$ cat config.mk
export PLATFORM = sky130hd
export DESIGN_NAME = imm_generator_flat
export DESIGN_NICKNAME = d
export VERILOG_FILES = /design/src/rtl/imm_gen_pkg.sv /design/src/rtl/imm_generator_if.sv /design/src/rtl/imm_decode.sv /design/src/rtl/imm_generator.sv /design/src/flat_wrapper.sv
export SDC_FILE = /design/constraint.sdc
export NUM_CORES = 1
export LEC_CHECK = 0
export ABC_AREA = 1
export BUFFER_PORTS_ARGS = -buffer_cell sky130_fd_sc_hd__buf_2
export CORE_UTILIZATION = 41
export CTS_BUF_LIST = sky130_fd_sc_hd__clkbuf_4 sky130_fd_sc_hd__clkbuf_8
export DETAILED_ROUTE_END_ITERATION = 6
export HOLD_SLACK_MARGIN = 0.08
export PLACE_DENSITY_LB_ADDON = 0.12
export SYNTH_ARGS = -nofsm -noshare
export SYNTH_HDL_FRONTEND = slang
export SYNTH_SLANG_ARGS = --single-unit
export TNS_END_PERCENT = 10
$ cat constraint.sdc
create_clock -name clk -period 1.68 [get_ports clk]
set_clock_uncertainty 0.2 [all_clocks]
set_input_delay 0.168 -clock clk [delete_from_list [all_inputs] [get_ports clk]]
set_output_delay 0.168 -clock clk [all_outputs]
set_load 0.01 [all_outputs]
$ cat src/rtl/imm_gen_pkg.sv
// imm_gen_pkg: opcode constants and immediate format codes shared by the immediate generator
package imm_gen_pkg;
  localparam logic [6:0] OPC_BRANCH = 7'b1100011;
  localparam logic [6:0] OPC_JAL    = 7'b1101111;
  localparam logic [6:0] OPC_LUI    = 7'b0110111;
  localparam logic [6:0] OPC_AUIPC  = 7'b0010111;
  typedef enum logic [2:0] {
    FMT_I = 3'd0,
    FMT_B = 3'd1,
    FMT_J = 3'd2,
    FMT_U = 3'd3
  } imm_fmt_e;
endpackage

$ cat src/rtl/imm_generator_if.sv
// imm_generator_if: request/result bundle; master drives in_valid/opcode/imm_input/imm_input_uj, slave returns imm_output/out_valid/imm_fmt
interface imm_generator_if;
  logic        in_valid;
  logic [6:0]  opcode;
  logic [11:0] imm_input;
  logic [19:0] imm_input_uj;
  logic [31:0] imm_output;
  logic        out_valid;
  logic [2:0]  imm_fmt;
  modport master (output in_valid, opcode, imm_input, imm_input_uj, input imm_output, out_valid, imm_fmt);
  modport slave  (input in_valid, opcode, imm_input, imm_input_uj, output imm_output, out_valid, imm_fmt);
endinterface

$ cat src/rtl/imm_decode.sv
// imm_decode: combinational opcode -> imm_fmt decode; AUIPC decodes as U-type when IMM_GEN_AUIPC_EN is defined
module imm_decode
  import imm_gen_pkg::*;
(
  input  logic [6:0] opcode,
  output imm_fmt_e   fmt
);
  logic is_u;
`ifdef IMM_GEN_AUIPC_EN
  assign is_u = (opcode == OPC_LUI) || (opcode == OPC_AUIPC);
`else
  assign is_u = (opcode == OPC_LUI);
`endif
  always_comb begin
    fmt = (opcode == OPC_BRANCH) ? FMT_B :
          (opcode == OPC_JAL)    ? FMT_J :
          is_u                   ? FMT_U : FMT_I;
  end
endmodule

$ cat src/rtl/imm_generator.sv
// imm_generator: one-cycle registered RISC-V immediate generator (clk, async active-low rst_n, imm_generator_if.slave bus); optional IMM_GEN_AUIPC_EN
module imm_generator
  import imm_gen_pkg::*;
(
  input  logic            clk,
  input  logic            rst_n,
  imm_generator_if.slave  bus
);
  imm_fmt_e    fmt;
  logic [31:0] imm_next;
  imm_decode u_decode (
    .opcode (bus.opcode),
    .fmt    (fmt)
  );
  always_comb begin
    imm_next = (fmt == FMT_B) ? {{19{bus.imm_input[11]}}, bus.imm_input, 1'b0} :
               (fmt == FMT_J) ? {{11{bus.imm_input_uj[19]}}, bus.imm_input_uj, 1'b0} :
               (fmt == FMT_U) ? {bus.imm_input_uj, 12'b0} :
                                {{20{bus.imm_input[11]}}, bus.imm_input};
  end
  always_ff @(posedge clk or negedge rst_n) begin
    if (!rst_n) begin
      bus.imm_output <= '0;
      bus.imm_fmt    <= FMT_I;
      bus.out_valid  <= 1'b0;
    end else begin
      bus.out_valid <= bus.in_valid;
      if (bus.in_valid) begin
        bus.imm_output <= imm_next;
        bus.imm_fmt    <= fmt;
      end
    end
  end
endmodule

$ cat src/flat_wrapper.sv
// flat-port wrapper written by rule: the top's interface ports become plain ports
module imm_generator_flat import imm_gen_pkg::*;
  (clk, rst_n, bus_in_valid, bus_opcode, bus_imm_input, bus_imm_input_uj, bus_imm_output, bus_out_valid, bus_imm_fmt);
  imm_generator_if bus_i ();
  input  logic clk;
  input  logic rst_n;
  input wire logic [$bits(bus_i.in_valid)-1:0] bus_in_valid;
  input wire logic [$bits(bus_i.opcode)-1:0] bus_opcode;
  input wire logic [$bits(bus_i.imm_input)-1:0] bus_imm_input;
  input wire logic [$bits(bus_i.imm_input_uj)-1:0] bus_imm_input_uj;
  output wire logic [$bits(bus_i.imm_output)-1:0] bus_imm_output;
  output wire logic [$bits(bus_i.out_valid)-1:0] bus_out_valid;
  output wire logic [$bits(bus_i.imm_fmt)-1:0] bus_imm_fmt;
  assign bus_i.in_valid = bus_in_valid;
  assign bus_i.opcode = bus_opcode;
  assign bus_i.imm_input = bus_imm_input;
  assign bus_i.imm_input_uj = bus_imm_input_uj;
  assign bus_imm_output = bus_i.imm_output;
  assign bus_out_valid = bus_i.out_valid;
  assign bus_imm_fmt = bus_i.imm_fmt;
  imm_generator u_core (.clk(clk), .rst_n(rst_n), .bus(bus_i));
endmodule
Word level (Yosys, flattened, before mapping)
Cells that the tools add are included.

storage, ports and cells
  bits in registers = 36
  latch bits = 0
  RAM bits = 0
  ROM bits = 0
  input port bits = 42
  output and inout port bits = 36
  logic and storage cells = 15
  memories kept = 0

operators by class
  add/sub/neg operators = 0
  multiply operators = 0
  div/mod/pow operators = 0
  $lt $le $gt $ge = 0
  equality and inequality tests = 6
  shift operators = 0
  multiplexer cells = 6
  bitwise operators = 0
  reduce and logical (&&, ||, !) cells = 0

operators by type and width
  kind                  count
  $mux W32              3
  $eq A7 B7 Y1 const B  2
  $eq A7 B6 Y1 const B  1
  $mux W2               3
  $eq A2 B2 Y1 const B  2
  $eq A2 B1 Y1 const B  1

Depth between registers and ports, before layout
Gate-level depths: netlist of run 1.

  depth in word-level cells = 8
  depth in mapped cells = 9
  gate-level depth less buffers = 8

By module
A second synthesis of run 1 with hierarchy kept.

second synthesis, totals
  cells, all modules = 296
  area, all modules = 2104.5 µm²

by module, submodules not included
  module         times used  cells an instance  area each (µm²)  sequential area each (µm²)
  imm_generator  1           276                2025.7           900.9
  imm_decode     1           20                 78.8             0.0

Least setup slack after synthesis of run 1
OpenSTA, ideal clock, no wires.

  path kind = input port to flip-flop
  start point = input bus_opcode[1]
  end point = register u_core.bus.imm_output[3]
  library setup time = 0.121 ns
  data arrival time = 0.914 ns
  data required time = 1.359 ns
  slack = 0.445 ns
  stages on the path = 8
  buffers on the path = 1
  cell sequence = nand2_1 -> nor2_1 -> nand2_1 -> nand2_2 -> inv_2 -> buf_6 -> a21oi_1 -> nor2_1

on the way
  cells in the longest elaborated chain, start to end = 8

ends and longest elaborated chain
  item                    RTL line                RTL
  start: declaration      flat_wrapper.sv:8       input wire logic [$bits(bus_i.opcode)-1:0] bus_opcode;
  $eq A7 B6 Y1            imm_decode.sv:12        assign is_u = (opcode == OPC_LUI);
  $mux W2                 imm_decode.sv:17        is_u ? FMT_U : FMT_I;
  $mux W2                 imm_decode.sv:16        (opcode == OPC_JAL) ? FMT_J :
  $mux W2 *               imm_decode.sv:15        fmt = (opcode == OPC_BRANCH) ? FMT_B :
  $eq A2 B2 Y1            imm_generator.sv:18     (fmt == FMT_U) ? {bus.imm_input_uj, 12'b0} :
  $mux W32                imm_generator.sv:18
  $mux W32                imm_generator.sv:17     (fmt == FMT_J) ? {{11{bus.imm_input_uj[19]}}, bus.imm_input_uj, 1'b0} :
  $mux W32 *              imm_generator.sv:16     imm_next = (fmt == FMT_B) ? {{19{bus.imm_input[11]}}, bus.imm_input, 1'b0} :
  end signal: assignment  imm_generator.sv:29     bus.imm_output <= imm_next;
  end: declaration        imm_generator_if.sv:11  modport slave (input in_valid, opcode, imm_input, imm_input_uj, output imm_output, out_valid, imm_fmt);

Every way passes the cells marked *; elsewhere a longest branch is shown, timed or not.
A chain may end at the register's enable or synchronous reset.

==> metrics, run 1 <==
commonest cells after routing, fill and taps aside=76 x sky130_fd_sc_hd__buf_2, 71 x sky130_fd_sc_hd__nand2_1, 60 x sky130_fd_sc_hd__nand3_1; Layout area overhead=40.9%; Setup Viol. Count Final=0; clock tree from TritonCTS=yes; number of clock buffers inserted by TritonCTS=5; Worst Path Max Fanout=16; Reg clk slew, reported paths=70 ps; kind of start point of the critical path=primary input; endpoint arrival time on the critical path=1610 ps; share of total power in sequential cells=a little over two fifths; cell row count=25; Clock Sinks=35; top achievable clock speed=632 MHz; via count=approximately 2,200; Antenna Cells=0; Final Instance Area=2870 um^2; Die Height=between 70 and 80 um; Synth Cell Area=2040 um^2; initial cell density of the core=a little over two fifths; average wire per standard cell=between 10 and 15 um; post-synthesis net count=between 300 and 400; global-route wire length before repair=9.45 mm; post-detail-place hpwl=4.08 mm; RSZ-0062 raised after global routing=false; CP required=1710 ps; antenna-violating nets left=0; net count reported at finish=approximately 420; overall routing resource usage=a little under a quarter; largest vdd supply drop=roughly 0.36 mV; Min Hold Slack=slightly above 80 ps; placed cell area=approximately 2400 um^2; status=finished clean; DR DRC count=0; router iterations before antenna repair=4; Critical Path Source=bus_in_valid; placeable core area=4750 um^2; proportion of layout cells with a drive suffix above 1=28.3%; initial antenna violation count=0; Worst-Skew Late Latency=~280 ps; total count of max-transition violations in the final report=0; start-to-end type of the worst setup path=in -> reg; global placement routability congestion=roughly 0.8; H-tree depth=2; worst-case headroom to the max-slew limit=between 60% and 70%; slew at the pin closest to its max-slew limit=approximately 520 ps; Hold Violations, Final=0; buffers inserted by post-CTS timing repair=0; min cycle time layout=1580 ps; non-filler instance count after layout=449; Max-cap violations=0; Placed Cells=between 400 and 500; Die X-Extent=a little over 70 um; number of warnings reported in the yosys synthesis log=0; Critical Path Sink Type=flip-flop; standby leakage power=1.41 nW; root buffer cell=sky130_fd_sc_hd__clkbuf_8; hold path startpoint=bus_imm_input_uj[3]; number of buffers inserted by port buffering=76; most common cell after layout, fill and taps aside=sky130_fd_sc_hd__buf_2; areal power density over the cells=768 nW/um^2; cell internal power dissipation=between 1.5 and 2 mW; vias in the first global route=just over 2,000; clock buffer depth=2; Mean Syn Cell Area=about 7.4 um^2; Comb pwr share=20.9%; switching portion of total power=27.0%; Net Sw Power=0.597 mW; sequential cell area fraction in the yosys report=a little over two fifths; Clock Power Share=35.8%; number of ports placed on the die boundary=78; post-route setup TNS=0 ps; routed wire length=between 5 and 6 mm; synthesized instance count=between 200 and 300; source of the worst register-to-register timing path=u_core.bus.imm_output[10]$_DFFE_PN0P_; global route overflow=0; Vias per Instance=about 4.9; die area=5260 um^2; HP Class=in -> reg; share of the clock period used by the worst path=between 90% and 100%; Unique masters post-synth=25; Final Total Pwr=roughly 2.2 mW; Synth Register Bits=35; pin count of the biggest net entering global routing=34; number of inserted filler cells in the final layout=around 450; Detailed Route Iter0 Violations=139
==> layout make-up <==
class	instances	area [um^2]	share of cell area [%]
Timing Repair Buffer	120	803	28.0
Clock inverter	2	35.0	1.22
Clock buffer	6	82.6	2.87
Multi-Input combinational cell	213	970	33.8
Inverter	6	22.5	0.784
Sequential cell	35	876	30.5
Tap cell	67	83.8	2.92
==> worst max-delay path, stage by stage <==
cell	delay [ps]
sky130_fd_sc_hd__dlygate4sd3_1	540
sky130_fd_sc_hd__buf_2	140
sky130_fd_sc_hd__inv_1	390
sky130_fd_sc_hd__buf_4	250
sky130_fd_sc_hd__nand2_1	70
sky130_fd_sc_hd__nand2_1	60
==> stage by stage <==
stage / setup slack, ps / utilization [%]
final: 97.4 / 60.4
after CTS: 37.8 / 60.6
after global routing: 5.30 / 60.4
after detailed placement: 142 / 51.2
after floorplan: 445 / -
after global placement: 170 / 51.2
==> metal layers <==
metal | GRT usage [%] | vias to the layer above | routed length, um
met2 | 38.6 | 66 | 2810
met3 | 4.44 | 7 | 271
met4 | 6.97 | 0 | 67
met5 | 0 | - | 0
met1 | 31.1 | 1002 | 2560
li1 | - | 1112 | -
==> cells in the mapped netlist, drive strengths merged <==
library cell	count	share of area (%)
dfrtp	35	43
o211ai	1	0.37
a21oi	21	5.5
o21ai	13	3.2
nand3	62	16
inv	5	0.92
buf	18	8.0
clkbuf	3	0.55
o21a	1	0.37
conb	1	0.18
clkinv	1	0.18
a31oi	1	0.31
nand2	74	14
nor2	39	7.8
==> repair_timing <==
item,4_1_cts,5_1_grt
endpoints found under the hold margin,65,0
endpoints found under the setup margin,0,1
resized for setup,0,1
hold buffers,33,0
==> logic make-up (layout without fill, tap and decap cells) <==
family	Yosys count	count (layout)	share of synthesized area, %
AOI/OAI and AO/OA	37	37	9.76
buffers and inverters	27	134	9.63
DFF	35	35	42.9
other	1	1	0.184
and+or+nand+nor	175	175	37.5
==> power by group through the flow <==
| stage | registers, mW | logic (mW) | clock network (mW) |
|---|---|---|---|
| after floorplan | 1.01 | 0.176 | 0 |
| after global placement | 0.973 | 0.402 | 0 |
| after detailed placement | 0.972 | 0.406 | 0 |
| after CTS | 0.957 | 0.466 | 0.813 |
| after global routing | 0.967 | 0.514 | 0.839 |
| final | 0.957 | 0.461 | 0.789 |
==> final timing paths <==
check	end	depth (start not counted)	slack, ps
max in group asynchronous	u_core.bus.imm_output[21]$_DFFE_PN0P_	3	670
setup reg to reg	u_core.bus.imm_output[10]$_DFFE_PN0P_	2	770
hold / removal	u_core.bus.imm_output[15]$_DFFE_PN0P_	5	80
setup / recovery	u_core.bus.imm_output[12]$_DFFE_PN0P_	6	100
min in group asynchronous	u_core.bus.imm_output[8]$_DFFE_PN0P_	2	160
hold reg to reg	u_core.bus.imm_output[16]$_DFFE_PN0P_	2	270
==> state kept, by name (all words and copies together), names as in the netlist <==
name	cells
u_core.bus.out_valid	1
u_core.bus.imm_output	32
u_core.bus.imm_fmt	2
No activity file was read; power rests on OpenSTA's default activity.
==> run 2, diff against run 1 <==
--- a/config.mk
+++ b/config.mk
@@ -7,6 +7,7 @@
 export LEC_CHECK = 0
 export ABC_AREA = 1
 export BUFFER_PORTS_ARGS = -buffer_cell sky130_fd_sc_hd__buf_2
+export CORE_ASPECT_RATIO = 1.75
 export CORE_UTILIZATION = 41
 export CTS_BUF_LIST = sky130_fd_sc_hd__clkbuf_4 sky130_fd_sc_hd__clkbuf_8
 export DETAILED_ROUTE_END_ITERATION = 6
==> constraint.sdc (replaced) <==
create_clock -name clk -period 1.3 [get_ports clk]
set_clock_uncertainty 0.2 [all_clocks]
set_input_delay 0.13 -clock clk [delete_from_list [all_inputs] [get_ports clk]]
set_output_delay 0.13 -clock clk [all_outputs]
set_load 0.01 [all_outputs]
==> metrics, run 2 (synthesis gave the netlist of run 1 again) <==
largest register by flop count=u_core.bus.imm_output; cell internal power dissipation=around 2 mW; global route overflow=0; global-route wire length before repair=roughly 10 mm; total count of max-transition violations in the final report=0; Hold Violations, Final=0; critical path's slowest cell=sky130_fd_sc_hd__dfrtp_1; areal power density over the cells=932 nW/um^2; final cell utilization of the core=between 60 and 70%; CP required=970 ps; Detailed Route Iter0 Violations=roughly 110; clock buffer depth=2; router iterations before antenna repair=4; switching portion of total power=roughly 28%; share of the clock period used by the worst path=between 90% and 100%; stage delay of the slowest cell on the critical path=just over 400 ps; number of buffers inserted by port buffering=76; HP Class=in -> async; Die X-Extent=roughly 55 um; Vias per Instance=roughly 5.0; largest vdd supply drop=0.879 mV; overall routing resource usage=between 20% and 30%; Comb pwr share=a little under a quarter; root buffer cell=sky130_fd_sc_hd__clkbuf_8; via count=around 2,200; cell type group with the largest total delay on the critical path=flip-flops; critical path buffer and inverter count=1; kind of start point of the critical path=flip-flop; average wire per standard cell=13.3 um; Critical Path Sink Type=primary output; placeable core area=around 4700 um^2; vias in the first global route=2,164; status=finished clean; source of the worst register-to-register timing path=u_core.bus.imm_output[11]$_DFFE_PN0P_; DR DRC count=0; number of inserted filler cells in the final layout=450; top achievable clock speed=about 850 MHz; RSZ-0062 raised after global routing=false; die area=between 5000 and 6000 um^2; number of ports placed on the die boundary=78; start-to-end type of the worst setup path=reg -> out; number of flip-flops in the largest register=32; Worst Path Max Fanout=2; most common cell after layout, fill and taps aside=sky130_fd_sc_hd__buf_2; placed cell area=around 2500 um^2; worst-path cell chain=buf_2; initial antenna violation count=0; endpoint arrival time on the critical path=840 ps; clock tree from TritonCTS=yes; Reg clk slew, reported paths=about 70 ps; global placement routability congestion=roughly 0.83; initial cell density of the core=between 40% and 50%; Worst-Skew Late Latency=roughly 280 ps; Layout area overhead=45.6%; Clock Power Share=32.5%; Post-CTS Resized=0; post-detail-place hpwl=about 4.4 mm; H-tree depth=2; Min Hold Slack=90.4 ps; Setup Viol. Count Final=0; share of total power in sequential cells=between 40% and 50%; Clock Sinks=35; number of clock buffers inserted by TritonCTS=5; proportion of layout cells with a drive suffix above 1=roughly 30%; Final Total Pwr=around 2.8 mW; top flop regs=u_core.bus.imm_output x32, u_core.bus.imm_fmt x2, u_core.bus.out_valid x1; standby leakage power=approximately 1.5 nW; Final Instance Area=2970 um^2; Antenna Cells=0; buffers inserted by post-CTS timing repair=0; Max-cap violations=0; Critical Path Source=u_core.bus.imm_fmt[0]$_DFFE_PN0P_; min cycle time layout=roughly 1200 ps; net count reported at finish=between 400 and 500; Net Sw Power=roughly 0.8 mW; post-route setup TNS=0 ps; Die Height=roughly 95 um; cell row count=33; routed wire length=around 6.0 mm; pin count of the biggest net entering global routing=22; commonest cells after routing, fill and taps aside=76 x sky130_fd_sc_hd__buf_2, 71 x sky130_fd_sc_hd__nand2_1, 60 x sky130_fd_sc_hd__nand3_1; antenna-violating nets left=0
run 2: cell types whose count changed in the layout (fill, tap and decap cells not counted), sizes merged:
cell         delta
dlygate4sd3     +3
bufinv          -1
buf            +12
clkinv          -1
clkbuf          +2
run 2: metrics by stage:
stage | worst slack, ps | instances
floorplan | 103 | 275
global placement | -78.9 | 406
detailed placement | -85.0 | 406
CTS | 114 | 449
global route | 45.2 | 449
finish | 127 | 449
run 2: path summary, 6_finish.rpt:
path	to	slack [ps]	cells past startpoint
setup / recovery	bus_imm_fmt[0]	130	1
max in group asynchronous	u_core.bus.imm_output[14]$_DFFE_PN0P_	370	3
min in group clk	u_core.bus.imm_output[14]$_DFFE_PN0P_	90	4
hold / removal	u_core.bus.imm_output[10]$_DFFE_PN0P_	90	2
hold reg to reg	u_core.bus.imm_output[16]$_DFFE_PN0P_	280	2
setup reg to reg	u_core.bus.imm_output[11]$_DFFE_PN0P_	320	2
run 2: repair_timing:
item / 4_1_cts / 5_1_grt
hold endpoints to repair: 68 / 0
hold buffers: 35 / 0
setup endpoints to repair: 0 / 0
run 2: layout make-up:
class	count	area, um^2	area share (%)
inverters	6	22.5	0.758
repair buffers	135	936	31.5
clock buffers	8	104	3.50
multi-input cells	213	967	32.6
flip-flops and latches	35	876	29.5
well taps	52	65.1	2.19
run 2: power by group through the flow:
stage	Sequential [mW]	Clock (mW)	Combinational [mW]
6_report	1.24	0.899	0.628
5_1_grt	1.25	0.948	0.701
4_1_cts	1.24	0.923	0.631
3_5_place_dp	1.26	0	0.549
3_3_place_gp	1.26	0	0.547
2_1_floorplan	1.31	0	0.227
run 2: worst reg2reg max path: stages (launching register included):
cell	delay [ps]
sky130_fd_sc_hd__dfrtp_1	380
sky130_fd_sc_hd__o21ai_0	210
sky130_fd_sc_hd__nor2_1	70
run 2: routing by layer:
metal  wire, um  global-route usage [%]
met1       2460                    28.6
met2       3220                    45.1
met3        204                    3.39
met4         92                    8.33
met5          0                       0
==> run 3, diff against run 2 <==
--- a/config.mk
+++ b/config.mk
@@ -5,7 +5,6 @@
 export SDC_FILE = /design/constraint.sdc
 export NUM_CORES = 1
 export LEC_CHECK = 0
-export ABC_AREA = 1
 export BUFFER_PORTS_ARGS = -buffer_cell sky130_fd_sc_hd__buf_2
 export CORE_ASPECT_RATIO = 1.75
 export CORE_UTILIZATION = 41
==> metrics, run 3 <==
antenna-violating nets left=0; buffers inserted by post-CTS timing repair=0; Worst Path Max Fanout=2; pin count of the biggest net entering global routing=36; H-tree depth=2; clock tree from TritonCTS=yes; number of ports placed on the die boundary=between 70 and 80; Reg clk slew, reported paths=70 ps; Post-synth EDFFs=0; placeable core area=roughly 4500 um^2; start-to-end type of the worst setup path=in -> reg; number of buffers inserted by port buffering=76; global route overflow=0; top flop regs=u_core.bus.imm_output x32, u_core.bus.imm_fmt x2, u_core.bus.out_valid x1; Commonest cells post-synth=35 x sky130_fd_sc_hd__dfrtp_1, 34 x sky130_fd_sc_hd__nor2_1, 11 x sky130_fd_sc_hd__mux2i_1, 11 x sky130_fd_sc_hd__o21ai_0, 11 x sky130_fd_sc_hd__o22ai_1; global placement routability congestion=0.794; standby leakage power=roughly 1.4 nW; cell count of the worst reg-to-reg path=2; worst r2r dst=u_core.bus.imm_output[12]$_DFFE_PN0P_; areal power density over the cells=~900 nW/um^2; most common cell after layout, fill and taps aside=sky130_fd_sc_hd__buf_2; source of the worst register-to-register timing path=u_core.bus.imm_output[12]$_DFFE_PN0P_; number of warnings reported in the yosys synthesis log=0; root buffer cell=sky130_fd_sc_hd__clkbuf_8; placed cell area=between 2000 and 3000 um^2; Hold Violations, Final=0; register-to-register setup slack=between 300 and 400 ps; Layout area overhead=51.9%; via count=between 2,000 and 2,500; post-synth top area cell=sky130_fd_sc_hd__dfrtp_1; top achievable clock speed=roughly 800 MHz; Clock Sinks=35; commonest cells after routing, fill and taps aside=75 x sky130_fd_sc_hd__buf_2, 35 x sky130_fd_sc_hd__dfrtp_1, 33 x sky130_fd_sc_hd__nor2_1; Setup Viol. Count Final=0; Max-cap violations=0; Mean Syn Cell Area=10.1 um^2; proportion of layout cells with a drive suffix above 1=44.6%; most used flip-flop cell after synthesis=sky130_fd_sc_hd__dfrtp_1; largest register by flop count=u_core.bus.imm_output; Critical Path Source=bus_imm_input_uj[5]; worst setup slack after placement=-394 ps; largest vdd supply drop=approximately 0.7 mV; Critical Path Sink Type=flip-flop; router iterations before antenna repair=4; initial cell density of the core=approximately 43%; endpoint arrival time on the critical path=roughly 1300 ps; Detailed Route Iter0 Violations=39; Antenna Cells=0; number of clock buffers inserted by TritonCTS=5; Final Total Pwr=around 2.7 mW; total count of max-transition violations in the final report=0; average wire per standard cell=around 16 um; Synth Register Bits=35; Worst-Skew Late Latency=~280 ps; Async S/R FF share, synth=between 90% and 100%; die area=5030 um^2; overall routing resource usage=about a quarter; Placed Cells=approximately 330; sequential cell area fraction in the yosys report=roughly 45%; DR DRC count=0; Die X-Extent=about 54 um; clock buffer depth=2; synthesized instance count=approximately 190; min cycle time layout=1280 ps; post-synthesis net count=about 230; Die Height=roughly 93 um; routed wire length=between 5 and 6 mm; Unique masters post-synth=33; Synth Cell Area=between 1500 and 2000 um^2; share of the clock period used by the worst path=between 90% and 100%; final cell utilization of the core=65.8%; Vias per Instance=roughly 5.6; post-detail-place hpwl=between 4 and 5 mm; global-route wire length before repair=roughly 9.6 mm; status=finished clean; non-filler instance count after layout=365; HP Class=in -> async; most common cell in the synthesized netlist=sky130_fd_sc_hd__dfrtp_1; initial antenna violation count=0; number of flip-flops in the largest register=32; kind of start point of the critical path=primary input; vias in the first global route=2,051; Worst Setup Slack, final=between 15 and 20 ps; net count reported at finish=roughly 360; CP required=~1300 ps; cell row count=32; top cell type's share of synthesized area=between 40% and 50%; RSZ-0062 raised after global routing=true; Final Instance Area=approximately 3000 um^2; top cells by area, synth=sky130_fd_sc_hd__dfrtp_1 45%, sky130_fd_sc_hd__nor2_1 6.6%, sky130_fd_sc_hd__mux2i_1 5.7%
-- run 3: worst max-delay path by stage --
stage	to	slack, ps	depth (start not counted)
2_1_floorplan	u_core.bus.imm_output[10]$_DFFE_PN0P_	-140	5
3_3_place_gp	u_core.bus.imm_output[5]$_DFFE_PN0P_	-360	5
3_5_place_dp	u_core.bus.imm_output[2]$_DFFE_PN0P_	-390	5
4_1_cts	u_core.bus.imm_output[17]$_DFFE_PN0P_	20	5
5_1_grt	u_core.bus.imm_output[12]$_DFFE_PN0P_	-30	5
6_report	u_core.bus.imm_output[17]$_DFFE_PN0P_	20	5
-- run 3: worst max-delay path: stages --
cell                            delay (ps)
sky130_fd_sc_hd__dlygate4sd3_1         530
sky130_fd_sc_hd__buf_2                 140
sky130_fd_sc_hd__a22o_2                240
sky130_fd_sc_hd__a22oi_2               140
sky130_fd_sc_hd__nand2_1                70
-- run 3: layer usage --
metal,share of wire [%],GRT usage [%],up-vias
met3,4.8,4.88,19
met5,0,0,-
met1,40,31.6,982
met2,52,43.8,86
li1,-,-,960
met4,3.2,12.0,0
-- run 3: per-stage QoR --
step                setup TNS (ps)  hold slack (ps)
floorplan                    -2860             -366
global placement             -8390            -90.3
detailed placement           -8830            -91.8
CTS                              0              123
global route                 -93.3              155
finish                           0              129
-- run 3: layout make-up --
cell class / instances / area (um^2)
Tap cell: 51 / 63.8
Fill cell: 382 / 1530
Clock inverter: 2 / 12.5
Clock buffer: 6 / 76.3
Timing Repair Buffer: 132 / 923
Inverter: 2 / 7.51
Sequential cell: 35 / 876
Multi-Input combinational cell: 137 / 992
-- run 3: logic make-up (layout without fill, tap and decap cells) --
kind of cell,count (synthesis),after routing,synth area share [%]
simple gates,55,55,13.6
other cells,1,1,0.193
flops,35,35,45.1
buf+inv,20,142,5.99
compound gates,70,70,29.5
mux,11,11,5.67
-- run 3: repair_timing --
item | in CTS | in global routing
setup endpoints to repair | 10 | 21
hold endpoints to repair | 67 | 0
pin swaps | 0 | 2
resized for setup | 1 | 11
hold buffers | 32 | 0
-- run 3: power breakdown --
part / internal (mW) / total [mW] / switching [mW] / leakage [nW]
Clock: 0.395 / 0.810 / 0.415 / 0.0446
Sequential: 1.19 / 1.25 / 0.0641 / 0.402
Combinational: 0.333 / 0.659 / 0.326 / 0.989
